$ cat src/rtl/dram_cmd_scheduler.sv
// In-order DRAM command scheduler. It takes one request at a time and keeps
// the open row of every bank open (open-page policy). It issues ACT, PRE, RD
// and WR while honouring per-bank tRCD, tRP, tRAS, tRTP and write-recovery
// windows. req_done pulses once the data burst for the request has finished.
module dram_cmd_scheduler #(
  parameter int BG_WIDTH  = 2,
  parameter int BA_WIDTH  = 2,
  parameter int ROW_WIDTH = 15,
  parameter int COL_WIDTH = 8,
  parameter int CNT_WIDTH = 8,
  parameter int T_RCD     = 24,
  parameter int T_RP      = 24,
  parameter int T_RAS     = 52,
  parameter int T_CL      = 24,
  parameter int T_CWL     = 20,
  parameter int T_BURST   = 4,
  parameter int T_WR      = 20,
  parameter int T_RTP     = 12
) (
  input  logic                 clk,
  input  logic                 rst_n,
  input  logic                 req_valid,
  output logic                 req_ready,
  input  logic [1:0]           req_opcode,
  input  logic [BG_WIDTH-1:0]  req_bg,
  input  logic [BA_WIDTH-1:0]  req_ba,
  input  logic [ROW_WIDTH-1:0] req_row,
  input  logic [COL_WIDTH-1:0] req_col,
  output logic                 cmd_valid,
  output logic [2:0]           cmd_type,
  output logic [BG_WIDTH-1:0]  cmd_bg,
  output logic [BA_WIDTH-1:0]  cmd_ba,
  output logic [ROW_WIDTH-1:0] cmd_addr,
  output logic                 req_done
);

  localparam int BANK_WIDTH = BG_WIDTH + BA_WIDTH;
  localparam int NUM_BANKS  = 1 << BANK_WIDTH;
  localparam int CNT_MAX    = (1 << CNT_WIDTH) - 1;

  // Timing parameters that cannot be represented are rejected at elaboration.
  if (T_RCD < 1 || T_RP < 1 || T_RAS < 1 || T_CL < 1 || T_CWL < 1 ||
      T_BURST < 1 || T_WR < 1 || T_RTP < 1) begin : g_bad_timing
    $fatal(1, "dram_cmd_scheduler: every T_* parameter must be at least 1");
  end
  if (T_CL + T_BURST > CNT_MAX || T_CWL + T_BURST + T_WR > CNT_MAX) begin : g_bad_cnt
    $fatal(1, "dram_cmd_scheduler: CNT_WIDTH too small for the data/recovery windows");
  end

  localparam logic [1:0] ST_IDLE  = 2'd0;
  localparam logic [1:0] ST_SCHED = 2'd1;
  localparam logic [1:0] ST_DATA  = 2'd2;

  localparam logic [2:0] CMD_NOP = 3'd0;
  localparam logic [2:0] CMD_ACT = 3'd1;
  localparam logic [2:0] CMD_PRE = 3'd2;
  localparam logic [2:0] CMD_RD  = 3'd3;
  localparam logic [2:0] CMD_WR  = 3'd4;

  // Counter reload values: a counter loaded with T-1 at edge E reads 0 at edge E+T.
  localparam logic [CNT_WIDTH-1:0] RCD_LOAD     = CNT_WIDTH'(T_RCD - 1);
  localparam logic [CNT_WIDTH-1:0] RP_LOAD      = CNT_WIDTH'(T_RP - 1);
  localparam logic [CNT_WIDTH-1:0] RAS_LOAD     = CNT_WIDTH'(T_RAS - 1);
  localparam logic [CNT_WIDTH-1:0] RTP_LOAD     = CNT_WIDTH'(T_RTP - 1);
  localparam logic [CNT_WIDTH-1:0] WREC_LOAD    = CNT_WIDTH'(T_CWL + T_BURST + T_WR - 1);
  localparam logic [CNT_WIDTH-1:0] RD_DATA_LOAD = CNT_WIDTH'(T_CL + T_BURST - 1);
  localparam logic [CNT_WIDTH-1:0] WR_DATA_LOAD = CNT_WIDTH'(T_CWL + T_BURST - 1);

  // Saturating decrement shared by all timing counters.
  function automatic logic [CNT_WIDTH-1:0] sat_dec(input logic [CNT_WIDTH-1:0] v);
    return (v == '0) ? v : v - CNT_WIDTH'(1);
  endfunction

  function automatic logic [CNT_WIDTH-1:0] cnt_max(input logic [CNT_WIDTH-1:0] a,
                                                   input logic [CNT_WIDTH-1:0] b);
    return (a > b) ? a : b;
  endfunction

  logic [1:0]            state;
  logic                  lat_write;
  logic [BANK_WIDTH-1:0] lat_bank;
  logic [ROW_WIDTH-1:0]  lat_row;
  logic [COL_WIDTH-1:0]  lat_col;
  logic [CNT_WIDTH-1:0]  data_cnt;

  logic                  bank_open [NUM_BANKS];
  logic [ROW_WIDTH-1:0]  open_row  [NUM_BANKS];
  logic [CNT_WIDTH-1:0]  act_cnt   [NUM_BANKS];
  logic [CNT_WIDTH-1:0]  col_cnt   [NUM_BANKS];
  logic [CNT_WIDTH-1:0]  pre_cnt   [NUM_BANKS];

  logic do_act;
  logic do_pre;
  logic do_col;

  assign req_ready = (state == ST_IDLE);

  // Decide which single command, if any, the latched request needs this edge.
  always_comb begin
    // NOTE: defaults first so every path assigns and no latch is inferred.
    do_act = 1'b0;
    do_pre = 1'b0;
    do_col = 1'b0;
    if (state == ST_SCHED) begin
      if (bank_open[lat_bank]) begin
        if (open_row[lat_bank] == lat_row) begin
          do_col = (col_cnt[lat_bank] == '0);
        end else begin
          do_pre = (pre_cnt[lat_bank] == '0);
        end
      end else begin
        do_act = (act_cnt[lat_bank] == '0);
      end
    end
  end

  // Per-bank open state and timing windows; all counters run every edge.
  always_ff @(posedge clk or negedge rst_n) begin
    if (!rst_n) begin
      // NOTE: the bank table is a small register file, not a RAM, so it is
      // reset: a DIMM reset closes every bank and clears every window.
      for (int b = 0; b < NUM_BANKS; b++) begin
        bank_open[b] <= 1'b0;
        open_row[b]  <= '0;
        act_cnt[b]   <= '0;
        col_cnt[b]   <= '0;
        pre_cnt[b]   <= '0;
      end
    end else begin
      // NOTE: non-blocking assignments; a later assignment below overrides
      // the plain decrement for the bank that a command hits.
      for (int b = 0; b < NUM_BANKS; b++) begin
        act_cnt[b] <= sat_dec(act_cnt[b]);
        col_cnt[b] <= sat_dec(col_cnt[b]);
        pre_cnt[b] <= sat_dec(pre_cnt[b]);
      end
      if (do_act) begin
        col_cnt[lat_bank]   <= RCD_LOAD;
        pre_cnt[lat_bank]   <= RAS_LOAD;
        bank_open[lat_bank] <= 1'b1;
        open_row[lat_bank]  <= lat_row;
      end
      if (do_pre) begin
        act_cnt[lat_bank]   <= RP_LOAD;
        bank_open[lat_bank] <= 1'b0;
      end
      if (do_col) begin
        // Extend, never shorten, the precharge window already running.
        pre_cnt[lat_bank] <= cnt_max(sat_dec(pre_cnt[lat_bank]),
                                     lat_write ? WREC_LOAD : RTP_LOAD);
      end
    end
  end

  // Request FSM plus the registered command and completion outputs.
  always_ff @(posedge clk or negedge rst_n) begin
    if (!rst_n) begin
      state     <= ST_IDLE;
      lat_write <= 1'b0;
      lat_bank  <= '0;
      lat_row   <= '0;
      lat_col   <= '0;
      data_cnt  <= '0;
      cmd_valid <= 1'b0;
      cmd_type  <= CMD_NOP;
      cmd_bg    <= '0;
      cmd_ba    <= '0;
      cmd_addr  <= '0;
      req_done  <= 1'b0;
    end else begin
      cmd_valid <= 1'b0;
      cmd_type  <= CMD_NOP;
      cmd_bg    <= '0;
      cmd_ba    <= '0;
      cmd_addr  <= '0;
      req_done  <= 1'b0;
      case (state)
        ST_IDLE: begin
          if (req_valid) begin
            lat_write <= (req_opcode == 2'd1);
            lat_bank  <= {req_bg, req_ba};
            lat_row   <= req_row;
            lat_col   <= req_col;
            state     <= ST_SCHED;
          end
        end
        ST_SCHED: begin
          if (do_act || do_pre || do_col) begin
            cmd_valid <= 1'b1;
            cmd_bg    <= lat_bank[BANK_WIDTH-1:BA_WIDTH];
            cmd_ba    <= lat_bank[BA_WIDTH-1:0];
          end
          if (do_act) begin
            cmd_type <= CMD_ACT;
            cmd_addr <= lat_row;
          end
          if (do_pre) begin
            cmd_type <= CMD_PRE;
          end
          if (do_col) begin
            cmd_type <= lat_write ? CMD_WR : CMD_RD;
            cmd_addr <= ROW_WIDTH'(lat_col);
            data_cnt <= lat_write ? WR_DATA_LOAD : RD_DATA_LOAD;
            state    <= ST_DATA;
          end
        end
        ST_DATA: begin
          if (data_cnt == '0) begin
            req_done <= 1'b1;
            state    <= ST_IDLE;
          end else begin
            data_cnt <= data_cnt - CNT_WIDTH'(1);
          end
        end
        default: state <= ST_IDLE;
      endcase
    end
  end

endmodule

$ cat config.mk
export PLATFORM = sky130hd
export DESIGN_NAME = dram_cmd_scheduler
export DESIGN_NICKNAME = d
export VERILOG_FILES = /design/src/rtl/dram_cmd_scheduler.sv
export SDC_FILE = /design/constraint.sdc
export NUM_CORES = 2
export LEC_CHECK = 0
export CAP_MARGIN = 20
export CORE_MARGIN = 2
export CORE_UTILIZATION = 25
export DETAILED_ROUTE_END_ITERATION = 8
export GPL_ROUTABILITY_DRIVEN = 0
export SLEW_MARGIN = 25
export SYNTH_ARGS = -nofsm -noshare
export SYNTH_HDL_FRONTEND = slang
export SYNTH_SLANG_ARGS = --single-unit
export TNS_END_PERCENT = 10
$ cat constraint.sdc
create_clock -name clk -period 7.39 [get_ports clk]
set_input_delay 2.217 -clock clk [delete_from_list [all_inputs] [get_ports clk]]
set_output_delay 2.217 -clock clk [all_outputs]
set_load 0.005 [all_outputs]
* After elaboration in Yosys (flattened, before gate mapping)
Index checks and enable logic that the tools add are counted.
** Word-level totals
- Register bits :: 702
- Latch bits :: 0
- Bits in writable memories :: 0
- Bits in read-only memories :: 0
- Bits of input ports :: 32
- Output and inout port bits :: 25
- Memories :: 0
** Cells by class
- $add $sub $neg :: 50
- Multipliers :: 0
- Divide/modulo/power cells :: 0
- Magnitude comparators :: 3
- Equal/unequal tests :: 8
- Shift-type cells :: 0
- Multiplexer cells :: 112
- Bitwise logic cells :: 12
- Reduce and logical (&&, ||, !) cells :: 60
** Operator list (number)
- $mux W128 :: 4
- $mux W8 :: 59
- $logic_not A8 Y1 :: 52
- $sub A8 B1 Y8 const B :: 50
- $bwmux W240 :: 1
- $and A64 B64 Y64 :: 3
- $or A64 B64 Y64 :: 3
- $bwmux W128 :: 1
- $not A64 Y64 :: 2
- $bmux W8 S4 :: 3
- $mux W15 :: 6
- $bmux W15 S4 :: 1
- $demux W15 S4 :: 1
- $demux W8 S4 :: 1
- $mux W16 :: 2
- $and A16 B16 Y16 :: 1
- $mux W1 :: 16
- $not A16 Y16 :: 1
- $or A16 B16 Y16 :: 1
- $pmux W8 S2 :: 1
- $eq A15 B15 Y1 :: 1
- $mux W2 :: 7
- $mux W3 :: 4
- $gt A8 B6 Y1 :: 1
- other kinds (17) :: 23

* Depth between registers and ports, before layout
- Depth after elaboration :: 12
- Mapped depth :: 22
- Gate-level depth less buffers :: 16

* Least setup slack after synthesis
OpenSTA, ideal clock, no wires.
- Path kind :: reg-to-reg
- Start point :: register lat_bank[0]
- End point :: register pre_cnt[108] in the netlist's numbering
- Library setup time :: 137 ps
- Data arrival time :: 4076 ps
- Required time :: 7253 ps
- Setup slack :: 3177 ps
- Stages on the path, launching flop included :: 16
- Path buffers :: 4
- Period minus slack after synthesis :: 4213 ps
- Cells stage by stage :: dfrtp_1 > buf_4 > buf_1 > mux4_2 > a22oi_1 > nand2_1 > a21oi_1 > nand3_1 > and2_1 > ha_1 > a41o_1 > a311oi_2 > or3_1 > clkbuf_1 > clkbuf_1 > mux2i_1
** On the way
- Cells in the longest elaborated chain, start to end :: 10
- Elaborated cells between the ends (all ways) :: 38
** RTL lines
- start: declaration :: line 81 : logic [BANK_WIDTH-1:0] lat_bank;
- start signal: assignment :: line 181 : lat_bank <= {req_bg, req_ba};
- $not A4 Y5 (*)
- $bmux W8 S4 (on tied branches) :: line 149, 112
- $mux W8 (on tied branches) (2 in series) :: line 149, 112
- $sub A8 B1 Y8 (tied with other cells) :: line 71 : return (v == '0) ? v : v - CNT_WIDTH'(1);
- $mux W8 / $mux W1 (equally long branches) :: line 71, 105
- $gt A8 B6 Y1 / $mux W1 (equally long branches) :: line 76, 104
- $mux W8 / $mux W128 (equally long branches) :: line 76, 137
- $bwmux W128 :: line 149 : pre_cnt[lat_bank] <= cnt_max(sat_dec(pre_cnt[lat_bank]),
- $mux W128 (*) :: line 147 : if (do_col) begin
- end signal: indexed assignment :: line 135 : pre_cnt[b] <= sat_dec(pre_cnt[b]);
- end signal: indexed assignment :: line 149
- end: declaration :: line 90 : logic [CNT_WIDTH-1:0] pre_cnt [NUM_BANKS];
Mark *: on every way between the ends. The rest lies on a longest branch, timed or not. The select of a mux whose other input is x is not followed.
A chain may end at the register's enable or synchronous reset.

* Worst setup path after layout
- Start point :: register lat_bank[0]
- End point :: register pre_cnt[98] in the netlist's numbering
** On the way
- Cells in the longest elaborated chain, start to end :: 10
- Elaborated cells between the ends (all ways) :: 39
** RTL lines
- $not A4 Y5 (*)
- $bmux W8 S4 (tied with other cells) :: line 149
- $mux W8 (implied by the code) (tied with other cells) :: line 149
- $mux W8 (on tied branches)
- $sub A8 B1 Y8 (tied with other cells) :: line 71
- $mux W8 (tied with other cells) :: line 71
- $gt A8 B6 Y1 (tied with other cells) :: line 76 : return (a > b) ? a : b;
- $mux W8 / $mux W128 (equally long branches) :: line 76, 137
- $bwmux W128 :: line 149
- $mux W128 (*) :: line 147
Marked as above.

==> flow_summary_export.csv <==
group,metric,value,unit
route,first_iter_violations,2017,
clocking,post-cts-setup-buffers,0,
timing,fin_crit,5.83,ns
setup_path,ff2ff_setup_slack,1.56,ns
global_routing,antenna_found_initial,5,
setup_path,endpoint_kind,"flop",
power_and_ir_drop,power_frac_seq,0.475,
clocking,ctsResizeCount,0,
route,drt_pre_antenna_iters,5,
timing,worst_pin_slew,1.08,ns
yosys,synthTopCellsByArea,"dfrtp_1 (48%), mux2_2 (7.5%), mux4_2 (6.2%)",
layout,final_nets,3615,
global_routing,track_usage,0.128,
floorplanning,die_y,387,um
timing,tns,0,ns
setup_path,cp_data_required_time,7.86,ns
floorplanning,rows,140,
power_and_ir_drop,clkPwrFrac,0.510,
setup_path,critPathKind,"reg -> reg",
yosys,async_flop_share,1.00,
floorplanning,die_width,387,um
floorplanning,core,146000,um^2
hold_path,hold_class,"reg -> reg",
timing,fmaxAchievable,172,MHz
setup_path,r2r_start,"lat_bank[0]$_DFFE_PN0P_",
floorplanning,dieArea,150000,um^2
yosys,ys.flop_type,"dfrtp_1",
setup_path,worstPathMaxFanout,51,
global_routing,overflow,0,
clocking,numClockSinks,702,
yosys,synth_nets,3568,
layout,drive_gt1_frac,0.167,
yosys,yosys.cell_types.count,73,
setup_path,r2r_cells,12,
route,antenna_left,0,
power_and_ir_drop,ir_drop,0.165,mV
power_and_ir_drop,p_switching,1.78,mW
setup_path,worstPathArrival,6.30,ns
yosys,netlist.area_leader.share,0.480,
power_and_ir_drop,switching_share,0.220,
yosys,netlist_instances,3435,
timing,hold_violations,0,
setup_path,critPathLaunchType,"flop",
global_routing,grt_pass1_vias,26100,
yosys,syn_area,36600,um^2
timing,setup-violations-final,0,
yosys,avgSynthCellArea,10.7,um^2
yosys,yosysTopAreaCell,"dfrtp_1",
placed_design,hpwlAfterDp,64.1,mm
yosys,ys_warn_count,0,
timing,finalCritPeriodShare,0.788,
floorplanning,start_util,0.252,
power_and_ir_drop,power_density,191,nW/um^2
global_routing,grt_pass1_wl,153,mm
timing,rsz0062_at_grt,"no",
clocking,cts_buffer_depth,3,
clocking,clk_latency,0.66,ns
clocking,clk_pin_slew,0.06,ns
yosys,synth-edff-count,0,
timing,skew,0.0325,ns
layout,fill_cells,14900,
timing,slew_viol_final,0,
clocking,cts-hold-fix-buffers,0,
placed_design,io_buffers,56,
hold_path,hold_path_startpoint,"open_row[123]$_DFFE_PN0P_",
power_and_ir_drop,leakagePower,20.8,nW
hold_path,hold_depth,2,
timing,slew_headroom,0.275,
clocking,cts_buffers,80,
route,vias,26000,
hold_path,hold_end,"open_row[123]$_DFFE_PN0P_",
route,avgViaCountPerCell,4.75,
yosys,synth_seq_cells,702,
status,status,"finished, final reports clean",
clocking,h-tree-depth,3,
floorplanning,ioPinCount,57,
clocking,root_buffer,"clkbuf_16",
layout,multi_input_area,18000,um^2
layout,area_delta_synth_final,15.4,%
layout,ff_latch_area,17600,um^2
route,wire_per_inst,17.7,um
route,drc,0,
power_and_ir_drop,p_int,6.31,mW
power_and_ir_drop,p_total,8.09,mW
yosys,yosysSeqAreaShare,0.480,
clocking,cts_tree,"yes",
global_routing,grt_max_degree,164,
flow_run,drv_cap,0,
power_and_ir_drop,pwr-share-comb,0.014,
setup_path,r2r-end,"pre_cnt[98]$_DFF_PN0_",
route,routed_wl,97.0,mm
==> Yosys cell counts (all sizes together) (11+ instances only) <==
| library cell | number |
|---|---|
| dfrtp | 702 |
| nand2 | 510 |
| nor2 | 270 |
| mux2 | 245 |
| xnor2 | 181 |
| a21oi | 155 |
| o21ai | 135 |
| xor2 | 133 |
| inv | 123 |
| nor3 | 117 |
| ha | 101 |
| mux4 | 101 |
| buf | 85 |
| nor4 | 72 |
| clkbuf | 60 |
| mux2i | 58 |
| or3 | 52 |
| nand2b | 40 |
| or4 | 36 |
| nand3 | 34 |
| and2 | 28 |
| and3 | 20 |
| o21a | 17 |
| a22oi | 15 |
| a22o | 13 |
| nand3b | 12 |
| nor4b | 12 |
| nor2b | 11 |
| nor3b | 11 |
| o31ai | 11 |
==> registers in the layout (all words and copies together) (netlist names) <==
register   cells
cmd_valid      1
cmd_type       3
req_done       1
act_cnt      128
lat_row       15
cmd_bg         2
data_cnt       8
col_cnt      128
open_row     240
cmd_ba         2
lat_write      1
lat_col        8
state          2
lat_bank       4
cmd_addr      15
bank_open     16
pre_cnt      128
==> placed cells by master, fill, tap and decap left out, drive strengths merged, types with 4 or more instances in the layout <==
master and instances:
or3 52, nand4 10, nand2b 40, mux4 101, ha 101, nor2 270, clkdlybuf4s50 55, o21ai 135
and3 20, clkinv 21, o31ai 11, buf 55, o2bb2ai 7, or4b 6, xor2 133, nand3b 12
xnor2 181, nor3b 11, a21oi 155, and2 28, nor2b 11, mux2 245, or2 5, a22oi 15
dfrtp 702, a22o 13, mux2i 58, nor3 117, clkbuf 118, nor4 72, nand3 34, o21a 17
nor4b 12, nand2 510, a31oi 4, inv 128, a21boi 4, o211ai 5, or4 36, bufinv 5
==> through the flow <==
step                      instances  worst slack (ns)   util  instance area (um^2)  hold slack (ns)
after floorplan                3435              3.18      -                 36600            0.434
after global placement         5315              1.61  0.271                 39400            0.444
after detailed placement       5315              1.64  0.271                 39400            0.453
after CTS                      5463              1.60  0.290                 42200            0.469
after global routing           5465              1.28  0.290                 42300            0.487
final                          5467              1.56  0.290                 42300            0.464
==> worst max-delay path: stages, from the launching register on <==
cell and delay, ns:
dfrtp_4 0.99, buf_4 0.50, mux4_2 0.56, mux4_2 0.52
nand2b_1 0.18, inv_1 0.06, nand3_1 0.30, and2_1 0.28
ha_1 0.29, a41o_1 0.20, a311oi_2 0.63, or3_1 0.87
o21ai_0 0.22
==> metal layers <==
metal / global-route usage / vias to the layer above / part of all wire
met3: 0.0238 / 181 / 0.061
met4: 0.0454 / 2 / 0.034
met2: 0.198 / 716 / 0.44
met1: 0.179 / 13000 / 0.46
li1: - / 12000 / -
met5: 0 / - / 0.00013
==> worst max path at each step <==
stage / to / startpoint / depth (start not counted)
3_5_place_dp: pre_cnt[114]$_DFF_PN0_ / lat_bank[0]$_DFFE_PN0P_ / 12
6_report: pre_cnt[98]$_DFF_PN0_ / lat_bank[0]$_DFFE_PN0P_ / 12
3_3_place_gp: pre_cnt[106]$_DFF_PN0_ / lat_bank[0]$_DFFE_PN0P_ / 13
4_1_cts: pre_cnt[114]$_DFF_PN0_ / lat_bank[0]$_DFFE_PN0P_ / 12
2_1_floorplan: pre_cnt[108]$_DFF_PN0_ / lat_bank[0]$_DFFE_PN0P_ / 15
5_1_grt: pre_cnt[10]$_DFF_PN0_ / lat_bank[0]$_DFFE_PN0P_ / 12
==> kinds of logic after synthesis <==
logic type | count (synthesis) | synth area share
AND/OR/NAND/NOR | 1255 | 0.164
flip-flops | 702 | 0.480
multiplexers | 404 | 0.154
AO/OA/AOI/OAI | 389 | 0.0615
XOR/XNOR | 314 | 0.0751
buffers and inverters | 270 | 0.0317
adder cells (fa/ha/maj) | 101 | 0.0345
==> cell type report <==
type / count / area share
Clock inverter: 30 / 0.00900
Antenna cell: 2 / 0.000118
Sequential cell: 702 / 0.416
Tap cell: 1917 / 0.0567
Clock buffer: 118 / 0.0564
Multi-Input combinational cell: 2463 / 0.425
Timing Repair Buffer: 110 / 0.0257
Inverter: 125 / 0.0111
==> power groups by stage <==
stage	clock network [mW]	registers, mW	logic, mW
detailed placement	0	3.92	0.121
finish	4.13	3.85	0.115
global placement	0	3.92	0.120
floorplan	0	3.92	0.0119
global route	4.37	3.84	0.134
CTS	4.23	3.84	0.121
No activity file was read; power rests on OpenSTA's default activity.
